File: config.mk
export PLATFORM = sky130hd
export DESIGN_NAME = seg_scan_driver
export DESIGN_NICKNAME = d
export VERILOG_FILES = /design/src/rtl/seg_scan_driver_pkg.sv /design/src/rtl/seg_scan_driver_bin2bcd.sv /design/src/rtl/seg_scan_driver.sv
export SDC_FILE = /design/constraint.sdc
export NUM_CORES = 1
export LEC_CHECK = 0
export CAP_MARGIN = 20
export CORE_ASPECT_RATIO = 2
export CORE_MARGIN = 3
export CORE_UTILIZATION = 50
export CTS_BUF_LIST = sky130_fd_sc_hd__clkbuf_16
export DETAILED_ROUTE_END_ITERATION = 16
export PLACE_DENSITY = 0.69
export SYNTH_ARGS = -nofsm -noshare
export SYNTH_HDL_FRONTEND = slang
export SYNTH_SLANG_ARGS = --single-unit
File: constraint.sdc
create_clock -name clk -period 3.3 [get_ports clk]
set_input_delay 0.66 -clock clk [delete_from_list [all_inputs] [get_ports clk]]
set_output_delay 0.66 -clock clk [all_outputs]
set_load 0.05 [all_outputs]
File: src/rtl/seg_scan_driver_pkg.sv
// rtl/seg_scan_driver_pkg.sv - glyph constants, conversion states and glyph decode
package seg_scan_driver_pkg;

  localparam logic [6:0] SEG_0     = 7'h3F;
  localparam logic [6:0] SEG_1     = 7'h06;
  localparam logic [6:0] SEG_2     = 7'h5B;
  localparam logic [6:0] SEG_3     = 7'h4F;
  localparam logic [6:0] SEG_4     = 7'h66;
  localparam logic [6:0] SEG_5     = 7'h6D;
  localparam logic [6:0] SEG_6     = 7'h7D;
  localparam logic [6:0] SEG_7     = 7'h07;
  localparam logic [6:0] SEG_8     = 7'h7F;
  localparam logic [6:0] SEG_9     = 7'h6F;
  localparam logic [6:0] SEG_BLANK = 7'h00;

  typedef enum logic [1:0] {
    IDLE   = 2'd0,
    LOAD   = 2'd1,
    SHIFT  = 2'd2,
    COMMIT = 2'd3
  } conv_state_t;

  // Segment order {g,f,e,d,c,b,a}; non-decimal nibbles go dark.
  function automatic logic [6:0] seg_glyph(input logic [3:0] d);
    case (d)
      4'd0:    seg_glyph = SEG_0;
      4'd1:    seg_glyph = SEG_1;
      4'd2:    seg_glyph = SEG_2;
      4'd3:    seg_glyph = SEG_3;
      4'd4:    seg_glyph = SEG_4;
      4'd5:    seg_glyph = SEG_5;
      4'd6:    seg_glyph = SEG_6;
      4'd7:    seg_glyph = SEG_7;
      4'd8:    seg_glyph = SEG_8;
      4'd9:    seg_glyph = SEG_9;
      default: seg_glyph = SEG_BLANK;
    endcase
  endfunction

endpackage

File: src/rtl/seg_scan_driver_bin2bcd.sv
// rtl/seg_scan_driver_bin2bcd.sv - one sequential shift-add-3 binary to BCD datapath
module bin2bcd_seq #(
  parameter int VAL_W = 7
) (
  input  logic             clk,
  input  logic             rst,
  input  logic             load,
  input  logic             shift_en,
  input  logic [VAL_W-1:0] bin,
  output logic [15:0]      bcd
);

  logic [VAL_W-1:0] bin_sr;
  logic [15:0]      bcd_sr;
  logic [15:0]      adj;

  // Correct every nibble that would overflow past 9 once doubled.
  always_comb begin
    adj = bcd_sr;
    for (int i = 0; i < 4; i++) begin
      if (bcd_sr[4*i +: 4] >= 4'd5) begin
        adj[4*i +: 4] = bcd_sr[4*i +: 4] + 4'd3;
      end
    end
  end

  always_ff @(posedge clk) begin
    if (rst) begin
      bin_sr <= '0;
      bcd_sr <= '0;
    end else if (load) begin
      bin_sr <= bin;
      bcd_sr <= '0;
    end else if (shift_en) begin
      bcd_sr <= {adj[14:0], bin_sr[VAL_W-1]};
      bin_sr <= bin_sr << 1;
    end
  end

  assign bcd = bcd_sr;

endmodule

File: src/rtl/seg_scan_driver.sv
// rtl/seg_scan_driver.sv - dual BCD conversion and 8-digit multiplexed seven-segment scan
module seg_scan_driver
  import seg_scan_driver_pkg::*;
#(
  parameter int SCAN_DIV      = 10000,
  parameter int VAL_W         = 7,
  parameter int BLANK_LEADING = 1
) (
  input  logic             clk,
  input  logic             rst,
  input  logic [VAL_W-1:0] val_hi,
  input  logic [VAL_W-1:0] val_lo,
  output logic [7:0]       DIGIT,
  output logic [6:0]       SEG,
  output logic             conv_done
);

  localparam int                ITER_W    = $clog2(VAL_W + 1);
  localparam int                CNT_W     = (SCAN_DIV > 1) ? $clog2(SCAN_DIV) : 1;
  localparam logic [CNT_W-1:0]  CNT_MAX   = CNT_W'(SCAN_DIV - 1);
  localparam logic [ITER_W-1:0] ITER_INIT = ITER_W'(VAL_W);

  conv_state_t       state;
  logic [ITER_W-1:0] iter;
  logic [15:0]       bcd_hi;
  logic [15:0]       bcd_lo;
  logic [15:0]       shown_hi;
  logic [15:0]       shown_lo;
  logic              load;
  logic              shift_en;

  assign load     = (state == LOAD);
  assign shift_en = (state == SHIFT);

  bin2bcd_seq #(.VAL_W(VAL_W)) u_conv_hi (
    .clk      (clk),
    .rst      (rst),
    .load     (load),
    .shift_en (shift_en),
    .bin      (val_hi),
    .bcd      (bcd_hi)
  );

  bin2bcd_seq #(.VAL_W(VAL_W)) u_conv_lo (
    .clk      (clk),
    .rst      (rst),
    .load     (load),
    .shift_en (shift_en),
    .bin      (val_lo),
    .bcd      (bcd_lo)
  );

  // Both groups are committed on the same edge so the display never mixes old and new.
  always_ff @(posedge clk) begin
    if (rst) begin
      state     <= IDLE;
      iter      <= '0;
      shown_hi  <= '0;
      shown_lo  <= '0;
      conv_done <= 1'b0;
    end else begin
      conv_done <= 1'b0;
      case (state)
        IDLE: begin
          state <= LOAD;
        end
        LOAD: begin
          iter  <= ITER_INIT;
          state <= SHIFT;
        end
        SHIFT: begin
          iter <= iter - ITER_W'(1);
          if (iter == ITER_W'(1)) begin
            state <= COMMIT;
          end
        end
        COMMIT: begin
          shown_hi  <= bcd_hi;
          shown_lo  <= bcd_lo;
          conv_done <= 1'b1;
          state     <= IDLE;
        end
        default: begin
          state <= IDLE;
        end
      endcase
    end
  end

  logic [CNT_W-1:0] scan_cnt;
  logic [2:0]       idx;

  always_ff @(posedge clk) begin
    if (rst) begin
      scan_cnt <= '0;
      idx      <= 3'd0;
      DIGIT    <= 8'b1111_1110;
    end else if (scan_cnt == CNT_MAX) begin
      scan_cnt <= '0;
      idx      <= idx + 3'd1;
      DIGIT    <= {DIGIT[6:0], DIGIT[7]};
    end else begin
      scan_cnt <= scan_cnt + CNT_W'(1);
    end
  end

  logic [15:0] group;
  logic [1:0]  pos;
  logic [3:0]  nib;
  logic        blank;

  // A digit is blank when it and every higher digit of its group are zero; ones never blank.
  always_comb begin
    group = idx[2] ? shown_hi : shown_lo;
    pos   = idx[1:0];
    nib   = group[{pos, 2'b00} +: 4];
    blank = 1'b0;
    if ((BLANK_LEADING != 0) && (pos != 2'd0)) begin
      blank = ((group >> {pos, 2'b00}) == 16'd0);
    end
    SEG = blank ? SEG_BLANK : seg_glyph(nib);
  end

endmodule

==> out/qor.csv, run 1 <==
metric;value;unit
outcome;completed;
Filler cells;955;
Setup WS pre-CTS;0.292;ns
HP Class;flop to flop;
Pleak;2.36;nW
sw frac;0.307;
# rows;53;
CTS Hold Bufs;0;
Layout area overhead;12.7;%
NetSw;0.998;mW
CP Class;flop to output pin;
Root Driver;clkbuf_16;
slew margin rel.;0.307;
Worst-Margin Slew;1.04;ns
global route overflow;0;
Via Count;4144;
ratio of cells with drive above 1 in the final layout;0.0941;
top post-synthesis cells by count;dfxtp_1 (109), nor2_1 (93), mux2i_1 (69);
crit path DAT;2.50;ns
post-synthesis sequential area ratio;0.396;
Setup WS post-layout;0.137;ns
synthesized area;0.00551;mm^2
largest net degree at the start of global routing;40;
Via density;5.42;
EDFF count, synth;0;
initial antenna violation count;0;
core box area;0.0106;mm^2
most common flop cell mapped by yosys;dfxtp_1;
top cells by area, synth;dfxtp_1 (40%), mux2i_1 (13%), ha_1 (6.8%), nor2_1 (6.3%), xnor2_1 (3.5%);
Cell variety after synth;43;
I/O Buffers;31;
Yosys top cell area share;0.396;
dominant cell type by area after synthesis;dfxtp_1;
crit end category;output pin;
Combinational Power Share;0.228;
Flop pwr share;0.458;
Detailed Route Iter0 Violations;188;
Setup Viol. Count Final;0;
first-pass GRT wire length;18.3;mm
full die area;0.0124;mm^2
Worst Setup SP;idx[1];
Die Y;154;um
GRT Overall Usage;0.183;
top-count cell post-synth;dfxtp_1;
VDD IR max;436;uV
Reg area;0.00219;mm^2
FF+latch count, synth;109;
Fin Hold WS;0.472;ns
fin nets;668;
Final Max Tran Viols;0;
Final Instance Area;0.00621;mm^2
final core occ;0.585;
min Tclk post-route;3.16;ns
Int Power;2.26;mW
area post-placement;0.00589;mm^2
clock power share;0.313;
clk sinks;109;
post-route ant nets;0;
Worst Path Max Fanout;7;
clock buffer depth;2;
CTS tree;built;
synth warn;0;
Avg WL per Cell;14.0;um
final period utilization;0.959;
Critical R2R Launch;scan_cnt[0];
routed wire length;10.7;mm
DRC Markers;0;
Max Freq;316;MHz
vias in the first global route;4010;
Clock Skew;0.00951;ns
type of origin of the critical path;flop;
I/O Pins;32;
CTS Buf Count;9;
Critical Path RT;2.64;ns
Post-Syn Instances;604;
hold path start;scan_cnt[0];
syn nets;650;
first-pass detailed-route iteration total;4;
max cap viols;0;
RSZ-0062 raised after global routing;false;
detailed placement HPWL;7.78;mm
htree depth;3;
P per Cell Area;524;mW/mm^2
GP Congestion;0.867;
Die X;80.3;um
Post-synth ARST share;0;
Final Hold Viols;0;
clock slew at reported path FFs;0.07;ns
final setup TNS;0;ns
Antenna diodes;0;
syn_area_per_cell;9.13;um^2
Worst-Skew Late Latency;0.35;ns
starting density of the core;0.520;
multi-input logic area;0.00307;mm^2
-- critical path, cell delays in order, from the launching register on --
cell	delay (ns)
dfxtp_4	0.38
mux4_2	0.53
mux2i_4	0.20
ha_2	0.21
inv_1	0.06
a211oi_2	0.19
o211a_1	0.31
a21oi_1	0.08
buf_4	0.20
-- per-stage QoR --
| step | total power, mW | std cells |
|---|---|---|
| finish | 3.26 | 764 |
| floorplan | 2.13 | 604 |
| detailed placement | 2.27 | 746 |
| CTS | 3.29 | 762 |
| global route | 3.46 | 764 |
| global placement | 2.24 | 746 |
-- power by group through the flow --
stage                     Clock [mW]  Combinational (mW)  Sequential, mW
after global routing            1.10               0.847            1.51
final                           1.02               0.743            1.49
after global placement             0               0.723            1.52
after floorplan                    0               0.622            1.51
after CTS                       1.04               0.752            1.49
after detailed placement           0               0.750            1.52
-- layout make-up --
class | count | share of cell area
clock buffer | 9 | 0.0363
clock inverter | 7 | 0.00886
inverter | 37 | 0.0226
multi-input combinational | 424 | 0.493
sequential | 109 | 0.352
tap | 137 | 0.0276
timing repair buffer | 41 | 0.0590
-- repair_timing --
| item | 4_1_cts | 5_1_grt |
|---|---|---|
| buffers inserted | 0 | 2 |
| endpoints found under the setup margin | 7 | 7 |
| gates resized for setup | 2 | 7 |
| pin swaps | 1 | 1 |
-- state kept, by name (all words and copies together), names as in the netlist --
signal	flops
u_conv_lo.bcd	16
conv_done	1
iter	3
shown_lo	16
shown_hi	16
u_conv_hi.bcd	16
DIGIT	8
state	2
u_conv_hi.bin_sr	7
idx	3
u_conv_lo.bin_sr	7
scan_cnt	14
-- metal layers --
layer	global-route usage	vias up	part of all wire
li1	-	2097	-
met1	0.200	1978	0.40
met2	0.343	52	0.56
met3	0.0216	17	0.021
met4	0.0806	0	0.024
met5	0	-	0
-- final timing paths --
check,endpoint,depth (start not counted),slack [ns]
hold reg to reg,scan_cnt[0],1,0.47
setup / recovery,SEG[3],8,0.14
setup reg to reg,scan_cnt[9],5,1.32
hold / removal,scan_cnt[0],1,0.47
-- kinds of logic after synthesis --
group	synth area share
simple gates	0.157
flops	0.396
compound gates	0.109
mux	0.174
buf+inv	0.0511
fa+ha+maj	0.0681
xor+xnor	0.0445
-- cells in the final DEF, fill, tap and decap left out, types with 3 or more instances in the layout --
cell type	instances
mux2i_1	68
o21ai_0	19
nand2_1	25
inv_1	36
dfxtp_1	106
mux2i_4	3
buf_4	16
ha_2	3
ha_1	27
inv_6	3
a211o_1	7
clkdlybuf4s50_1	23
nand4_1	3
xnor2_1	22
nand2b_1	24
o211ai_1	6
a21oi_1	33
nor3b_1	4
clkbuf_16	9
xor2_1	6
nor3_1	8
a211oi_1	15
mux4_2	6
nor2_1	93
and3_1	3
a21o_1	6
nand3_1	23
(Power assumes the default switching activity.)
==> run 2: changes to the inputs <==
--- a/config.mk
+++ b/config.mk
@@ -7,10 +7,11 @@
 export LEC_CHECK = 0
 export CAP_MARGIN = 20
 export CORE_ASPECT_RATIO = 2
-export CORE_MARGIN = 3
+export CORE_MARGIN = 2
 export CORE_UTILIZATION = 50
 export CTS_BUF_LIST = sky130_fd_sc_hd__clkbuf_16
 export DETAILED_ROUTE_END_ITERATION = 16
+export HOLD_SLACK_MARGIN = 0.03
 export PLACE_DENSITY = 0.69
 export SYNTH_ARGS = -nofsm -noshare
 export SYNTH_HDL_FRONTEND = slang
==> run 2 against run 1 <==
  * Combinational power grew 2%
  * Clock power barely moved
  * Setup slack gained 0.024 ns
  * Worst hold slack improved by 0.00086 ns
  * Sequential power barely moved
  * Die area decreased by 3.8%
  * Final cell count grew 0.52%
  * First-iteration DRC count rose by 17%
  * Routed wire length shrank 0.52%
  * Clock-buffer cell count unchanged
  * Highest routed layer unchanged
==> out/qor.csv, run 2 (synthesis results as in run 1) <==
metric;value;unit;change
outcome;completed;;
crit-path cells;mux4_2 > mux2i_2 > ha_1 > inv_1 > a211oi_1 > o211a_2 > a21oi_1 > buf_4;;
Slowest-stage cell, CP;mux4_2;;
fin nets;669;;+0.15%
CP Class;flop to output pin;;
post-route ant nets;0;;unchanged
# rows;54;;+1.9%
final setup TNS;0;ns;unchanged
CTS Hold Bufs;0;;unchanged
Worst-Skew Late Latency;0.35;ns;about the same
Clock Skew;0.00914;ns;-0.000375 ns
slew margin rel.;0.334;;+0.0275
type of origin of the critical path;flop;;
CTS tree;built;;
Cell Count, Final, Fillers Out;768;;+0.52%
Critical R2R Launch;scan_cnt[0];;
Worst-Margin Slew;0.999;ns;-0.0412 ns
dpl cells;747;;+0.13%
Avg WL per Cell;13.9;um;-1.0%
reg2reg setup slack;1.29;ns;-0.03 ns
Filler cells;984;;+3.0%
full die area;0.0119;mm^2;-3.8%
starting density of the core;0.510;;-0.00962
Via density;5.34;;-1.6%
detailed placement HPWL;7.57;mm;-2.8%
Worst Setup SP;idx[2];;
first-pass GRT wire length;17.9;mm;-1.9%
GRT Overall Usage;0.185;;+0.00141
DRC Markers;0;;unchanged
Worst R2R End;scan_cnt[13];;
I/O Pins;32;;unchanged
commonest non-fill, non-tap cell in the layout;dfxtp_1;;
GP Congestion;0.878;;+1.2%
Setup Viol. Count Final;0;;unchanged
HP Class;flop to flop;;
max cap viols;0;;unchanged
I/O Buffers;31;;unchanged
clock slew at reported path FFs;0.07;ns;about the same
htree depth;3;;unchanged
Via Count;4100;;-1.1%
largest net degree at the start of global routing;64;;+60%
most frequent cells in the layout;dfxtp_1 (106), nor2_1 (93), mux2i_1 (68);;
worst setup path endpoint;SEG[2];;
routed wire length;10.7;mm;-0.52%
P per Cell Area;528;mW/mm^2;+0.66%
initial antenna violation count;0;;unchanged
Reg2Reg Depth;5;;unchanged
Root Driver;clkbuf_16;;
global route overflow;0;;unchanged
Antenna diodes;0;;unchanged
Detailed Route Iter0 Violations;220;;+17%
Die X;78.3;um;-2.5%
cell family with most CP delay;multiplexers;;
crit path DAT;2.48;ns;-0.02 ns
Max Freq;319;MHz;+0.77%
ratio of cells with drive above 1 in the final layout;0.0939;;-0.000150
RSZ-0062 raised after global routing;false;;
core box area;0.0108;mm^2;+1.9%
vias in the first global route;3984;;-0.65%
critical path depth in cells;8;;unchanged
final period utilization;0.951;;-0.00729
slowest stage delay, CP;0.51;ns;-0.02 ns
VDD IR max;585;uV;+34%
clk sinks;109;;unchanged
Critical Path RT;2.64;ns;about the same
clock buffer depth;2;;unchanged
first-pass detailed-route iteration total;4;;unchanged
Die Y;152;um;-1.3%
Worst Path Max Fanout;7;;unchanged
crit path buf inv count;2;;unchanged
Final Hold Viols;0;;unchanged
Pleak;2.37;nW;+0.38%
Layout area overhead;13.1;%;
min Tclk post-route;3.14;ns;-0.0241 ns
crit end category;output pin;;
Final Max Tran Viols;0;;unchanged
CTS Buf Count;9;;unchanged
[run 2: cell count changes in the layout (fill, tap and decap cells not counted), sizes merged]
cell	delta
clkinv	+1
buf	+1
clkinvlp	-1
[run 2: worst min-delay path by stage]
stage,from,end,depth (start not counted)
6_report,u_conv_lo.bin_sr[0],u_conv_lo.bin_sr[0],2
5_1_grt,scan_cnt[0],scan_cnt[0],1
4_1_cts,u_conv_lo.bin_sr[0],u_conv_lo.bin_sr[0],2
3_5_place_dp,u_conv_lo.bin_sr[0],u_conv_lo.bin_sr[0],2
3_3_place_gp,scan_cnt[0],scan_cnt[0],1
2_1_floorplan,scan_cnt[0],scan_cnt[0],1
[run 2: metrics by stage]
stage	setup WS (ns)	power [mW]	hold slack [ns]	utilization	cell area [um^2]
after floorplan	0.0309	2.13	0.430	-	5510
after CTS	0.0214	3.32	0.469	0.572	6180
after detailed placement	0.296	2.27	0.458	0.544	5880
after global placement	0.393	2.24	0.442	0.544	5880
after global routing	0.0129	3.47	0.503	0.577	6240
final	0.161	3.29	0.473	0.577	6240
[run 2: final cells by class]
type | instances | area, um^2 | share of cell area
Multi-Input combinational cell | 424 | 3060 | 0.490
Sequential cell | 109 | 2190 | 0.351
Timing Repair Buffer | 42 | 383 | 0.0614
Clock buffer | 9 | 225 | 0.0361
Tap cell | 140 | 175 | 0.0281
Inverter | 37 | 140 | 0.0225
Clock inverter | 7 | 65.1 | 0.0104
[run 2: metal layers]
| layer | GRT usage | vias up | routed length (um) |
|---|---|---|---|
| met3 | 0.0314 | 26 | 309 |
| li1 | - | 2101 | - |
| met1 | 0.200 | 1901 | 4380 |
| met2 | 0.333 | 72 | 5510 |
| met4 | 0.100 | 0 | 445 |
| met5 | 0 | - | 0 |
[run 2: timing repair]
| action | 4_1_cts | 5_1_grt |
|---|---|---|
| cloned | 0 | 0 |
| setup buffers | 0 | 4 |
| pin swaps | 1 | 1 |
| gates resized for setup | 4 | 4 |
| setup endpoints to repair | 7 | 7 |
[run 2: worst reg2reg max path, delay by kind of cell (launching register included)]
kind	cells	cell delay, ns
fa+ha+maj	1	0.19
flops	1	0.38
simple gates	4	1.31
[run 2: where the power goes]
group / internal (mW) / switching (mW)
Clock: 0.529 / 0.512
Combinational: 0.321 / 0.436
Sequential: 1.42 / 0.0681
Total: 2.27 / 1.02
==> run 3: changes to the inputs <==
--- a/config.mk
+++ b/config.mk
@@ -13,6 +13,7 @@
 export DETAILED_ROUTE_END_ITERATION = 16
 export HOLD_SLACK_MARGIN = 0.03
 export PLACE_DENSITY = 0.69
+export SKIP_CTS_REPAIR_TIMING = 1
 export SYNTH_ARGS = -nofsm -noshare
 export SYNTH_HDL_FRONTEND = slang
 export SYNTH_SLANG_ARGS = --single-unit
==> run 3 against run 2 <==
  * Flip-flop and latch count did not move
  * Setup slack got worse by 0.00070 ns
  * Sequential share of layout area fell by 0.056 points
  * First-iteration DRC count fell by 12%
  * Die area did not move
  * Critical path depth fell by 2
  * Maximum frequency barely moved
  * Core utilization rose by 0.093 points
  * Routed wire length fell by 0.68%
  * Final cell count rose by 0.13%
  * Clock power barely moved
  * Highest routed layer unchanged
==> out/qor.csv, run 3 (synthesis results as in run 1) <==
metric;value;unit;change
outcome;completed;;
GRT Overall Usage;0.185;;unchanged
fin nets;670;;+0.15%
Via Count;4085;;-0.37%
post-route ant nets;0;;unchanged
global route overflow;0;;unchanged
type of origin of the critical path;flop;;
Via density;5.31;;-0.50%
I/O Buffers;31;;unchanged
GP Congestion;0.878;;unchanged
first-pass GRT wire length;17.9;mm;-0.12%
crit end category;output pin;;
largest net degree at the start of global routing;64;;unchanged
CTS Buf Count;9;;unchanged
Final Instance Area;0.00625;mm^2;+0.16%
Worst-Margin Slew;0.999;ns;+0.000570 ns
final period utilization;0.951;;about the same
initial antenna violation count;0;;unchanged
Worst Path Max Fanout;11;;+4
Critical R2R Launch;scan_cnt[0];;
htree depth;3;;unchanged
CTS tree;built;;
min Tclk post-route;3.14;ns;+0.000704 ns
clock buffer depth;2;;unchanged
slew margin rel.;0.334;;-0.000380
# rows;54;;unchanged
total power;3.29;mW;about the same
routed wire length;10.6;mm;-0.68%
Root Driver;clkbuf_16;;
HP Class;flop to flop;;
Final Max Tran Viols;0;;unchanged
Antenna diodes;0;;unchanged
Layout area overhead;13.3;%;
clock slew at reported path FFs;0.07;ns;about the same
Die X;78.3;um;unchanged
core box area;0.0108;mm^2;unchanged
Worst Setup SP;idx[0];;
Max Freq;318;MHz;about the same
crit path DAT;2.48;ns;about the same
Worst-Skew Late Latency;0.35;ns;about the same
I/O Pins;32;;unchanged
DRC Markers;0;;unchanged
P per Cell Area;527;mW/mm^2;-0.14%
commonest non-fill, non-tap cell in the layout;dfxtp_1;;
Setup Viol. Count Final;0;;unchanged
clk sinks;109;;unchanged
area post-placement;0.00588;mm^2;unchanged
Final Hold Viols;0;;unchanged
hold path start;u_conv_lo.bin_sr[0];;
Pleak;2.38;nW;+0.21%
starting density of the core;0.510;;unchanged
Clock Skew;0.00972;ns;+0.000579 ns
detailed placement HPWL;7.57;mm;unchanged
Die Y;152;um;unchanged
CP Class;flop to output pin;;
most frequent cells in the layout;dfxtp_1 (106), nor2_1 (93), mux2i_1 (68);;
full die area;0.0119;mm^2;unchanged
max cap viols;0;;unchanged
RSZ-0062 raised after global routing;false;;
ratio of cells with drive above 1 in the final layout;0.0954;;+0.00144
first-pass detailed-route iteration total;4;;unchanged
Detailed Route Iter0 Violations;193;;-12%
VDD IR max;586;uV;+0.13%
Critical Path RT;2.64;ns;about the same
vias in the first global route;3986;;+0.050%
Avg WL per Cell;13.8;um;-0.81%
[run 3: power breakdown]
group / switching [mW] / internal (mW) / total, mW / leakage, nW
Combinational: 0.436 / 0.321 / 0.757 / 1.35
Clock: 0.513 / 0.529 / 1.04 / 0.140
Sequential: 0.0681 / 1.42 / 1.49 / 0.885
Total: 1.02 / 2.27 / 3.29 / 2.38
[run 3: layout make-up]
| class | instances | area, um^2 |
|---|---|---|
| Inverter | 37 | 143 |
| Clock buffer | 9 | 225 |
| Timing Repair Buffer | 43 | 390 |
| Sequential cell | 109 | 2190 |
| Clock inverter | 7 | 65.1 |
| Multi-Input combinational cell | 424 | 3060 |
| Fill cell | 981 | 4560 |
| Tap cell | 140 | 175 |
[run 3: path summary, 6_finish.rpt]
| path | endpoint | slack (ns) | cells after the start |
|---|---|---|---|
| setup reg to reg | scan_cnt[13] | 1.29 | 5 |
| setup / recovery | SEG[2] | 0.16 | 6 |
| hold reg to reg | u_conv_lo.bin_sr[0] | 0.47 | 2 |
| hold / removal | u_conv_lo.bin_sr[0] | 0.47 | 2 |
[run 3: metrics by stage]
stage          cells  TNS [ns]  setup WS (ns)  hold slack, ns   util
3_3_place_gp     747         0          0.393           0.442  0.544
2_1_floorplan    604         0         0.0309           0.430      -
5_1_grt          769         0         0.0205           0.503  0.578
3_5_place_dp     747         0          0.296           0.458  0.544
4_1_cts          763    -0.625         -0.103           0.469  0.571
6_report         769         0          0.160           0.473  0.578
[run 3: critical path, stage by stage, from the launching register on]
cell     delay (ns)
dfxtp_2        0.48
mux4_2         0.57
mux2i_4        0.35
nand2_2        0.10
or2_4          0.26
a21oi_1        0.15
buf_4          0.22
[run 3: metal layers]
layer / GRT usage / routed length [um]
met3: 0.0314 / 284
met4: 0.100 / 431
met5: 0 / 0
met1: 0.200 / 4360
met2: 0.334 / 5510
